<file path="src/rtl/rssi_cca_detect.sv">
// Energy-detect clear-channel assessment: RSSI threshold with hysteresis and
// per-direction debounce, busy/idle edge strobes and a saturating busy-time counter.
module rssi_cca_detect #(
    parameter int unsigned RSSI_HALF_DB_WIDTH = 11,
    parameter int unsigned DEBOUNCE_WIDTH     = 4,
    parameter int unsigned STAT_WIDTH         = 32
) (
    input  logic                                 clk,
    input  logic                                 rstn,
    input  logic signed [RSSI_HALF_DB_WIDTH-1:0] rssi_half_db,
    input  logic                                 rssi_half_db_valid,
    input  logic signed [RSSI_HALF_DB_WIDTH-1:0] rssi_th,
    input  logic        [RSSI_HALF_DB_WIDTH-2:0] rssi_hyst,
    input  logic        [DEBOUNCE_WIDTH-1:0]     busy_confirm,
    input  logic        [DEBOUNCE_WIDTH-1:0]     idle_confirm,
    input  logic                                 force_busy,
    input  logic                                 stat_clear,
    output logic                                 ch_busy,
    output logic                                 busy_rise,
    output logic                                 busy_fall,
    output logic        [STAT_WIDTH-1:0]         busy_sample_count,
    output logic        [1:0]                    fsm_state
);

    localparam int unsigned EW = RSSI_HALF_DB_WIDTH + 1;
    localparam int unsigned CW = DEBOUNCE_WIDTH + 1;

    typedef enum logic [1:0] {
        ST_IDLE      = 2'd0,
        ST_PEND_BUSY = 2'd1,
        ST_BUSY      = 2'd2,
        ST_PEND_IDLE = 2'd3
    } state_e;

    state_e                    state_q, state_d;
    logic [DEBOUNCE_WIDTH-1:0] cnt_q, cnt_d;
    logic                      ch_busy_q, ch_busy_d;
    logic                      busy_prev_q;
    logic                      busy_rise_q, busy_rise_d;
    logic                      busy_fall_q, busy_fall_d;
    logic [STAT_WIDTH-1:0]     stat_q, stat_d;

    // One extra bit keeps th_low = th - hyst free of wrap-around.
    logic signed [EW-1:0]      rssi_ext, th_ext, hyst_ext, th_low;
    logic                      hi, lo;
    logic [DEBOUNCE_WIDTH-1:0] n_busy, n_idle;
    logic [CW-1:0]             cnt_inc;
    logic                      busy_done, idle_done;

    assign rssi_ext = EW'(rssi_half_db);
    assign th_ext   = EW'(rssi_th);
    assign hyst_ext = EW'(rssi_hyst);
    assign th_low   = th_ext - hyst_ext;
    assign hi       = (rssi_ext >= th_ext);
    assign lo       = (rssi_ext < th_low);

    assign n_busy    = (busy_confirm == '0) ? DEBOUNCE_WIDTH'(1) : busy_confirm;
    assign n_idle    = (idle_confirm == '0) ? DEBOUNCE_WIDTH'(1) : idle_confirm;
    assign cnt_inc   = CW'(cnt_q) + CW'(1);
    // >= so a run already past a freshly lowered confirm count still completes.
    assign busy_done = (cnt_inc >= CW'(n_busy));
    assign idle_done = (cnt_inc >= CW'(n_idle));

    // State register
    always_ff @(posedge clk) begin
        if (!rstn) begin
            state_q <= ST_IDLE;
            cnt_q   <= '0;
        end else begin
            state_q <= state_d;
            cnt_q   <= cnt_d;
        end
    end

    // Next-state and debounce counter
    always_comb begin
        state_d = state_q;
        cnt_d   = cnt_q;
        if (force_busy) begin
            state_d = ST_BUSY;
            cnt_d   = '0;
        end else if (rssi_half_db_valid) begin
            unique case (state_q)
                ST_IDLE: begin
                    if (hi) begin
                        if (n_busy == DEBOUNCE_WIDTH'(1)) begin
                            state_d = ST_BUSY;
                            cnt_d   = '0;
                        end else begin
                            state_d = ST_PEND_BUSY;
                            cnt_d   = DEBOUNCE_WIDTH'(1);
                        end
                    end
                end
                ST_PEND_BUSY: begin
                    if (!hi) begin
                        state_d = ST_IDLE;
                        cnt_d   = '0;
                    end else if (busy_done) begin
                        state_d = ST_BUSY;
                        cnt_d   = '0;
                    end else begin
                        cnt_d = cnt_inc[DEBOUNCE_WIDTH-1:0];
                    end
                end
                ST_BUSY: begin
                    if (lo) begin
                        if (n_idle == DEBOUNCE_WIDTH'(1)) begin
                            state_d = ST_IDLE;
                            cnt_d   = '0;
                        end else begin
                            state_d = ST_PEND_IDLE;
                            cnt_d   = DEBOUNCE_WIDTH'(1);
                        end
                    end
                end
                ST_PEND_IDLE: begin
                    if (!lo) begin
                        state_d = ST_BUSY;
                        cnt_d   = '0;
                    end else if (idle_done) begin
                        state_d = ST_IDLE;
                        cnt_d   = '0;
                    end else begin
                        cnt_d = cnt_inc[DEBOUNCE_WIDTH-1:0];
                    end
                end
                default: begin
                    state_d = ST_IDLE;
                    cnt_d   = '0;
                end
            endcase
        end
    end

    // Output next values: busy flag, edge strobes, occupancy statistic
    always_comb begin
        ch_busy_d   = (state_d == ST_BUSY) || (state_d == ST_PEND_IDLE);
        busy_rise_d = ch_busy_q & ~busy_prev_q;
        busy_fall_d = ~ch_busy_q & busy_prev_q;
        stat_d      = stat_q;
        if (stat_clear) begin
            stat_d = '0;
        end else if (rssi_half_db_valid && ch_busy_q && (stat_q != '1)) begin
            stat_d = stat_q + STAT_WIDTH'(1);
        end
    end

    always_ff @(posedge clk) begin
        if (!rstn) begin
            ch_busy_q   <= 1'b0;
            busy_prev_q <= 1'b0;
            busy_rise_q <= 1'b0;
            busy_fall_q <= 1'b0;
            stat_q      <= '0;
        end else begin
            ch_busy_q   <= ch_busy_d;
            busy_prev_q <= ch_busy_q;
            busy_rise_q <= busy_rise_d;
            busy_fall_q <= busy_fall_d;
            stat_q      <= stat_d;
        end
    end

    assign ch_busy           = ch_busy_q;
    assign busy_rise         = busy_rise_q;
    assign busy_fall         = busy_fall_q;
    assign busy_sample_count = stat_q;
    assign fsm_state         = state_q;

endmodule
</file>
<file path="config.mk">
export PLATFORM = sky130hd
export DESIGN_NAME = rssi_cca_detect
export DESIGN_NICKNAME = d
export VERILOG_FILES = /design/src/rtl/rssi_cca_detect.sv
export SDC_FILE = /design/constraint.sdc
export NUM_CORES = 1
export LEC_CHECK = 0
export BUFFER_PORTS_ARGS = -buffer_cell sky130_fd_sc_hd__buf_2
export CAP_MARGIN = 0
export CORE_MARGIN = 2
export CORE_UTILIZATION = 50
export DETAILED_ROUTE_END_ITERATION = 8
export GPL_TIMING_DRIVEN = 0
export PLACE_DENSITY = 0.76
export SYNTH_ARGS = -nofsm -noshare
export SYNTH_HDL_FRONTEND = slang
export SYNTH_SLANG_ARGS = --single-unit
</file>
<file path="constraint.sdc">
create_clock -name clk -period 5.3 [get_ports clk]
set_input_delay 1.06 -clock clk [delete_from_list [all_inputs] [get_ports clk]]
set_output_delay 1.06 -clock clk [all_outputs]
set_load 0.02 [all_outputs]
</file>
==> results of run 1 <==
-- metrics by stage --
step / hold WS [ns] / area [um2] / cells / total power, mW
floorplan: 0.392 / 3210 / 397 / 0.467
global placement: 0.399 / 3710 / 555 / 0.514
detailed placement: 0.411 / 3710 / 555 / 0.522
CTS: 0.421 / 3800 / 563 / 0.733
global route: 0.440 / 3800 / 563 / 0.772
finish: 0.416 / 3800 / 563 / 0.728
-- worst min path at each step --
stage / slack (ns) / end / start / depth (start not counted)
CTS: 0.42 / busy_rise$_SDFF_PN0_ / busy_prev_q$_SDFF_PN0_ / 1
detailed placement: 0.41 / busy_rise$_SDFF_PN0_ / busy_prev_q$_SDFF_PN0_ / 1
global placement: 0.40 / busy_rise$_SDFF_PN0_ / busy_prev_q$_SDFF_PN0_ / 1
finish: 0.42 / busy_rise$_SDFF_PN0_ / busy_prev_q$_SDFF_PN0_ / 1
global route: 0.44 / busy_rise$_SDFF_PN0_ / busy_prev_q$_SDFF_PN0_ / 1
floorplan: 0.39 / busy_rise$_SDFF_PN0_ / busy_prev_q$_SDFF_PN0_ / 1
-- cells by family after synthesis --
group           share of synthesized area, %
compound gates                          15.5
simple gates                            25.8
mux                                    0.624
buf+inv                                 5.54
fa+ha+maj                               17.0
xor+xnor                                9.28
flops                                   26.2
-- metal layers --
layer,part of all wire [%],GRT usage (%),vias up
met1,47,26.8,1421
met5,0,0,-
li1,-,-,1564
met3,4.6,4.15,4
met4,0.49,3.52,0
met2,48,36.4,60
-- Yosys cell counts (2+ instances only) --
library cell / number
a211oi_1: 7
a21boi_0: 2
a21oi_1: 22
and2_1: 2
and3_1: 3
and4_1: 7
clkbuf_1: 5
dfxtp_1: 42
ha_1: 42
inv_1: 41
mux2i_1: 2
nand2_1: 25
nand2b_1: 10
nand3_1: 19
nand4_1: 10
nand4b_1: 2
nor2_1: 42
nor2b_1: 10
nor3_1: 11
nor4_1: 3
o21a_1: 2
o21ai_0: 20
o31ai_1: 2
or2_2: 2
or3_1: 7
xnor2_1: 25
xor2_1: 9
-- flip-flops by register name, indices dropped and copies added (netlist names) --
name,count
busy_sample_count,32
cnt_q,4
fsm_state,2
busy_fall,1
busy_prev_q,1
busy_rise,1
ch_busy,1
-- power groups by stage --
stage	registers (mW)	logic, mW	clock network, mW
after floorplan	0.333	0.134	0
after global placement	0.330	0.184	0
after detailed placement	0.331	0.191	0
after CTS	0.323	0.192	0.217
after global routing	0.324	0.219	0.229
final	0.323	0.192	0.213
-- area by class of cell --
cell class,count,area [um2]
fillers,580,2470
flip-flops and latches,42,841
well taps,77,96.3
repair buffers,81,405
multi-input cells,308,2190
inverters,41,154
clock inverters,1,5.00
plain buffers,6,23.8
clock buffers,7,86.3
==> results.ini, run 1 <==
[outcome]
outcome = completed

[clock_tree]
cts_max_level = 2
root_buffer = clkbuf_8
path_clk_slew_ns = 0.08
clock_sinks = 42
postCtsHoldBufs = 0
clk_path_buf_depth = 2
insertion_delay_ns = 0.29
post-cts-setup-buffer-count = 0
tritoncts = yes
post_cts_resized = 0
numCtsBuffers = 5

[global_routing]
grt_max_degree = 13
antenna_found_initial = 0
grt_pass1_wl_mm = 12.5
grt_overflow = 0
grtUsageTotal_pct = 20.8
first_global_vias = 2906

[finish]
drive_above_1_share_pct = 20.6
nNetsFinal = 573
final_cell_mix = buf_2 (82), nor2_1 (42), ha_1 (42), dfxtp_1 (42), inv_1 (41)
area_growth_pct = 18.5
final_core_util_pct = 60.6
diodes = 0
layout_commonest_cell = buf_2

[drt]
wl_per_cell_um = 12.8
drc = 0
vias = 3049
wirelength_mm = 7.18
first_pass_iters = 4
ant_nets = 0
drt-initial-drc-count = 113
via_per_inst = 5.42

[timing]
slew_headroom_pct = 65.8
finalWorstSetupSlack_ns = 0.832
worst_slew_pin_slew_ns = 0.513
finalSetupViolations = 0
fin_crit_sh_pct = 84.3
fmax_mhz = 224
grt_setup_unrepaired = false
tns_ns = 0
min_period_ns = 4.47
clock-skew-final_ns = 0.00594
maxSlewViolCount = 0
hold_viol = 0

[synthesis]
yosysTopAreaCell = dfxtp_1
synthTopCellsByArea = dfxtp_1 (26%), ha_1 (16%), xnor2_1 (6.8%)
synth.top_cell.area_share_pct = 26.2
avgSynthCellArea_um2 = 8.08
synthArstFlopShare_pct = 0
ys_seq_area_share_pct = 26.2
yosys_warnings = 0
syn_inst = 397
synth_ff_type = dfxtp_1
ys_types = 50
ys_ff_latch = 42
synth_area_um2 = 3210
synth-edff-count = 0
syn_nets = 485

[floorplanning]
die_w_um = 84.1
start_util_pct = 51.1
core-area_um2 = 6280
die_h_um = 84.1
num_rows = 29
io_pins = 82
die-area_um2 = 7080

[worst_setup_path]
cp_num_cells = 19
r2r-start = cnt_q[0]$_SDFFE_PP0P_
start_kind = input port
crit_family = compound AO/OA/AOI/OAI gates
crit_buf_inv = 3
worst_path_most_repeated_cell = o21ai_0
crit_path_start = rssi_th[0]
r2r_cells = 9
worstPathCellList = buf_2, inv_1, ha_1, inv_1, fa_1, a21o_1, a21oi_1, nor2b_1, o21ai_0, a21oi_1, xnor2_1, ha_1, o21ai_0, o21bai_1, a2111oi_4, o21ai_2, a221oi_4, a21boi_0, o21ai_0
crit_path_end = cnt_q[2]$_SDFFE_PP0P_
setup.worst_path.end_class = flip-flop
worstPathArrival_ns = 4.65
reg2reg_to = cnt_q[0]$_SDFFE_PP0P_
worstPathMaxFanout = 8
cpPeakStageDelay_ns = 0.40
crit_type = in2reg
cp_slowest_cell = fa_1
rrSetupSlack_ns = 2.66
crit_required_ns = 5.48

[pwr]
switching_share_pct = 29.9
power_density_nw_per_um2 = 191
vdd_drop_max_v = 0.000185
pwr-share-comb_pct = 26.4
clockPowerShare_pct = 29.2
leakagePower_nw = 1.72
p_switching_mw = 0.218
p_int_mw = 0.510
power_frac_seq_pct = 44.4

[placement]
place.gp.congestion = 0.814
port-buffer-count = 81
hpwl_mm = 5.82
dp_slack_ns = 0.559

[min_path]
min_path_type = reg2reg

[flow_run]
cap_violations = 0

No activity file was read; power rests on OpenSTA's default activity.
==> run 2: changes to the inputs <==
- ABC_AREA: unset -> 1
- PLACE_DENSITY: 0.76 -> 0.77
- clock period: 5.3 -> 3.7 ns (I/O delays scaled with it)
==> run 2 against run 1 <==
Sequential cell count unchanged. Largest cell class unchanged. Utilization rose by 1.8 points. Clock power increased by 67%. Synthesized area rose by 17%. Non-clock buffer count grew 2. Die area grew 16%. First-iteration DRC count rose by 81%.
==> results.ini, run 2 <==
[drt]
vias = 3975  ; was 3,049
via_per_inst = 5.16  ; was 5.42
ant_nets = 0  ; unchanged
drc = 0  ; unchanged
wirelength_mm = 9.70  ; was 7.18 mm
wl_per_cell_um = 12.6  ; was 12.8 um
drt-initial-drc-count = 204  ; was 113
first_pass_iters = 4  ; unchanged

[timing]
slew_headroom_pct = 54.0  ; was 65.8%
finalSetupViolations = 0  ; unchanged
fin_crit_sh_pct = 95.7
maxSlewViolCount = 0  ; unchanged
worst_slew_pin_slew_ns = 0.684  ; was 0.513 ns
min_period_ns = 3.54
finalWorstSetupSlack_ns = 0.159  ; was 0.832 ns
clock-skew-final_ns = 0.00881  ; was 0.00594 ns
hold_viol = 0  ; unchanged
fmax_mhz = 282

[finish]
drive_above_1_share_pct = 22.2  ; was 20.6%
post-route-cell-area_um2 = 4530  ; was 3800 um2
diodes = 0  ; unchanged
area_growth_pct = 20.6  ; was 18.5%
final_cell_mix = nand2_1 (135), inv_1 (96), buf_2 (82)  ; was buf_2 (82), nor2_1 (42), ha_1 (42), dfxtp_1 (42), inv_1 (41)
num-fill-cells = 681  ; was 580
largest_register_ffs = 32  ; unchanged
fin_cells = 770  ; was 563
layout_commonest_cell = nand2_1  ; was buf_2
nNetsFinal = 758  ; was 573

[synthesis]
synth_ff_type = dfxtp_1  ; unchanged
synthTopCellsByArea = dfxtp_1 (22%), nand2_1 (14%), ha_1 (14%)  ; was dfxtp_1 (26%), ha_1 (16%), xnor2_1 (6.8%)
synth-edff-count = 0  ; unchanged
synthArstFlopShare_pct = 0  ; unchanged
syn_nets = 668  ; was 485
yosys_warnings = 0  ; unchanged
ys_seq_area_share_pct = 22.4  ; was 26.2%
synth.most_common_cell = nand2_1
ys_ff_latch = 42  ; unchanged
yosys-top-cells-count = nand2_1 (143), inv_1 (99), nor2_1 (57)  ; was dfxtp_1 (42), ha_1 (42), nor2_1 (42)
synth_area_um2 = 3750  ; was 3210 um2
avgSynthCellArea_um2 = 6.47  ; was 8.08 um2
ys_types = 43  ; was 50
syn_inst = 580  ; was 397
synth.top_cell.area_share_pct = 22.4  ; was 26.2%
yosysTopAreaCell = dfxtp_1  ; unchanged

[clock_tree]
numCtsBuffers = 5  ; unchanged
root_buffer = clkbuf_8  ; unchanged
cts_max_level = 2  ; unchanged
insertion_delay_ns = 0.30  ; was 0.29 ns
clk_path_buf_depth = 2  ; unchanged
path_clk_slew_ns = 0.08  ; about the same
postCtsHoldBufs = 0  ; unchanged
clock_sinks = 42  ; unchanged
tritoncts = yes  ; unchanged

[worst_setup_path]
r2r-start = cnt_q[0]$_SDFFE_PP0P_  ; unchanged
worstPathArrival_ns = 3.77  ; was 4.65 ns
crit_path_end = cnt_q[0]$_SDFFE_PP0P_  ; was cnt_q[2]$_SDFFE_PP0P_
crit_required_ns = 3.93  ; was 5.48 ns
crit_path_start = rssi_th[0]  ; unchanged
reg2reg_to = cnt_q[0]$_SDFFE_PP0P_  ; unchanged
crit_type = in2reg  ; unchanged
rrSetupSlack_ns = 1.41  ; was 2.66 ns
worstPathMaxFanout = 6  ; was 8
r2r_cells = 13  ; was 9
start_kind = input port  ; unchanged
setup.worst_path.end_class = flip-flop  ; unchanged

[pwr]
power_frac_seq_pct = 39.9  ; was 44.4%
clockPowerShare_pct = 30.3  ; was 29.2%
p_int_mw = 0.800  ; was 0.510 mW
finalPower_mw = 1.17  ; was 0.728 mW
switching_share_pct = 31.8  ; was 29.9%
leakagePower_nw = 2.24  ; was 1.72 nW
vdd_drop_max_v = 0.000223  ; was 0.000185 V
pwr-share-comb_pct = 29.7  ; was 26.4%
power_density_nw_per_um2 = 259  ; was 191 nW/um2
p_switching_mw = 0.374  ; was 0.218 mW

[placement]
place.gp.congestion = 0.926  ; was 0.814
port-buffer-count = 81  ; unchanged
place_area_um2 = 4280  ; was 3710 um2
place_inst = 760  ; was 555
hpwl_mm = 7.76  ; was 5.82 mm
dp_slack_ns = -0.443  ; was 0.559 ns

[floorplanning]
core-area_um2 = 7250  ; was 6280 um2
start_util_pct = 51.8  ; was 51.1%
die_h_um = 90.7  ; was 84.1 um
die_w_um = 90.7  ; was 84.1 um
io_pins = 82  ; unchanged
num_rows = 31  ; was 29
die-area_um2 = 8220  ; was 7080 um2

[global_routing]
first_global_vias = 3663  ; was 2,906
grt_max_degree = 14  ; was 13
antenna_found_initial = 0  ; unchanged
grtUsageTotal_pct = 23.1  ; was 20.8%
grt_overflow = 0  ; unchanged
grt_pass1_wl_mm = 15.9  ; was 12.5 mm

[outcome]
outcome = completed  ; unchanged

[flow_run]
cap_violations = 0  ; unchanged

[min_path]
min_path_type = reg2reg  ; unchanged

[run 2: cell count changes after synthesis, sizes merged, moves of 9 or more]
| cell | previous run | this run |
|---|---|---|
| nor2b | 10 | 0 |
| a21oi | 22 | 50 |
| nor3 | 11 | 20 |
| inv | 41 | 103 |
| nand2 | 25 | 149 |
| nor2 | 42 | 60 |
| xnor2 | 25 | 9 |
| nand2b | 10 | 0 |
[run 2: cell type report]
| type | instances | area, um2 | share of cell area (%) |
|---|---|---|---|
| Buffer | 6 | 42.5 | 0.940 |
| Clock buffer | 5 | 68.8 | 1.52 |
| Clock inverter | 3 | 40.0 | 0.884 |
| Inverter | 103 | 392 | 8.65 |
| Multi-Input combinational cell | 429 | 2600 | 57.4 |
| Sequential cell | 42 | 841 | 18.6 |
| Tap cell | 99 | 124 | 2.74 |
| Timing Repair Buffer | 83 | 420 | 9.29 |
[run 2: how the worst min path moves through the flow]
stage | startpoint | end | slack, ns | depth (start not counted)
3_3_place_gp | busy_prev_q$_SDFF_PN0_ | busy_rise$_SDFF_PN0_ | 0.40 | 1
6_report | busy_prev_q$_SDFF_PN0_ | busy_rise$_SDFF_PN0_ | 0.42 | 1
3_5_place_dp | busy_prev_q$_SDFF_PN0_ | busy_rise$_SDFF_PN0_ | 0.41 | 1
5_1_grt | busy_prev_q$_SDFF_PN0_ | busy_rise$_SDFF_PN0_ | 0.45 | 1
2_1_floorplan | busy_prev_q$_SDFF_PN0_ | busy_rise$_SDFF_PN0_ | 0.39 | 1
4_1_cts | busy_prev_q$_SDFF_PN0_ | busy_rise$_SDFF_PN0_ | 0.42 | 1
[run 2: critical path, cell delays in order]
cell,delay [ns]
buf_2,0.11
inv_2,0.06
ha_4,0.12
inv_2,0.05
fa_2,0.41
nand3_2,0.09
nand2_2,0.07
nand2_2,0.06
o211ai_1,0.13
nand2_1,0.13
nand2_2,0.06
a21oi_2,0.14
xor2_1,0.17
ha_1,0.26
nand2_2,0.09
inv_1,0.05
nand2_1,0.07
nand2_1,0.07
a21oi_2,0.13
nand2_1,0.09
nand2_2,0.09
nand2_2,0.07
nand2_2,0.09
nand3_4,0.12
nor2_2,0.12
nand2_1,0.06
a21oi_1,0.12
[run 2: logic make-up (layout without fill, tap and decap cells)]
logic type      after synthesis  after routing  share of synthesized area (%)
xor+xnor                     24             24                           5.60
compound gates               78             78                           11.4
simple gates                284            284                           34.6
flops                        42             42                           22.4
buf+inv                     109            200                           11.5
fa+ha+maj                    43             43                           14.5
[run 2: per-layer routing]
| layer | track usage, % | part of all wire [%] | vias up |
|---|---|---|---|
| met4 | 4.74 | 1.2 | 0 |
| met2 | 39.3 | 48 | 113 |
| met3 | 4.09 | 4.9 | 15 |
| li1 | - | - | 2052 |
| met1 | 30.5 | 46 | 1795 |
| met5 | 0 | 0 | - |
[run 2: metrics by stage]
stage,hold slack (ns),utilization (%),setup TNS (ns)
floorplan,0.391,-,0
global placement,0.400,59.1,-1.15
detailed placement,0.410,59.1,-2.03
CTS,0.421,60.7,0
global route,0.452,62.4,-0.188
finish,0.420,62.4,0
[run 2: power groups by stage]
stage | Clock, mW | Sequential [mW] | Combinational (mW)
floorplan | 0 | 0.482 | 0.217
global placement | 0 | 0.479 | 0.296
detailed placement | 0 | 0.479 | 0.309
CTS | 0.364 | 0.469 | 0.313
global route | 0.389 | 0.470 | 0.399
finish | 0.356 | 0.469 | 0.349
[run 2: timing repair]
action	4_1_cts	5_1_grt
pin swaps	0	14
setup endpoints to repair	4	7
resized for setup	3	30
setup buffers	0	2
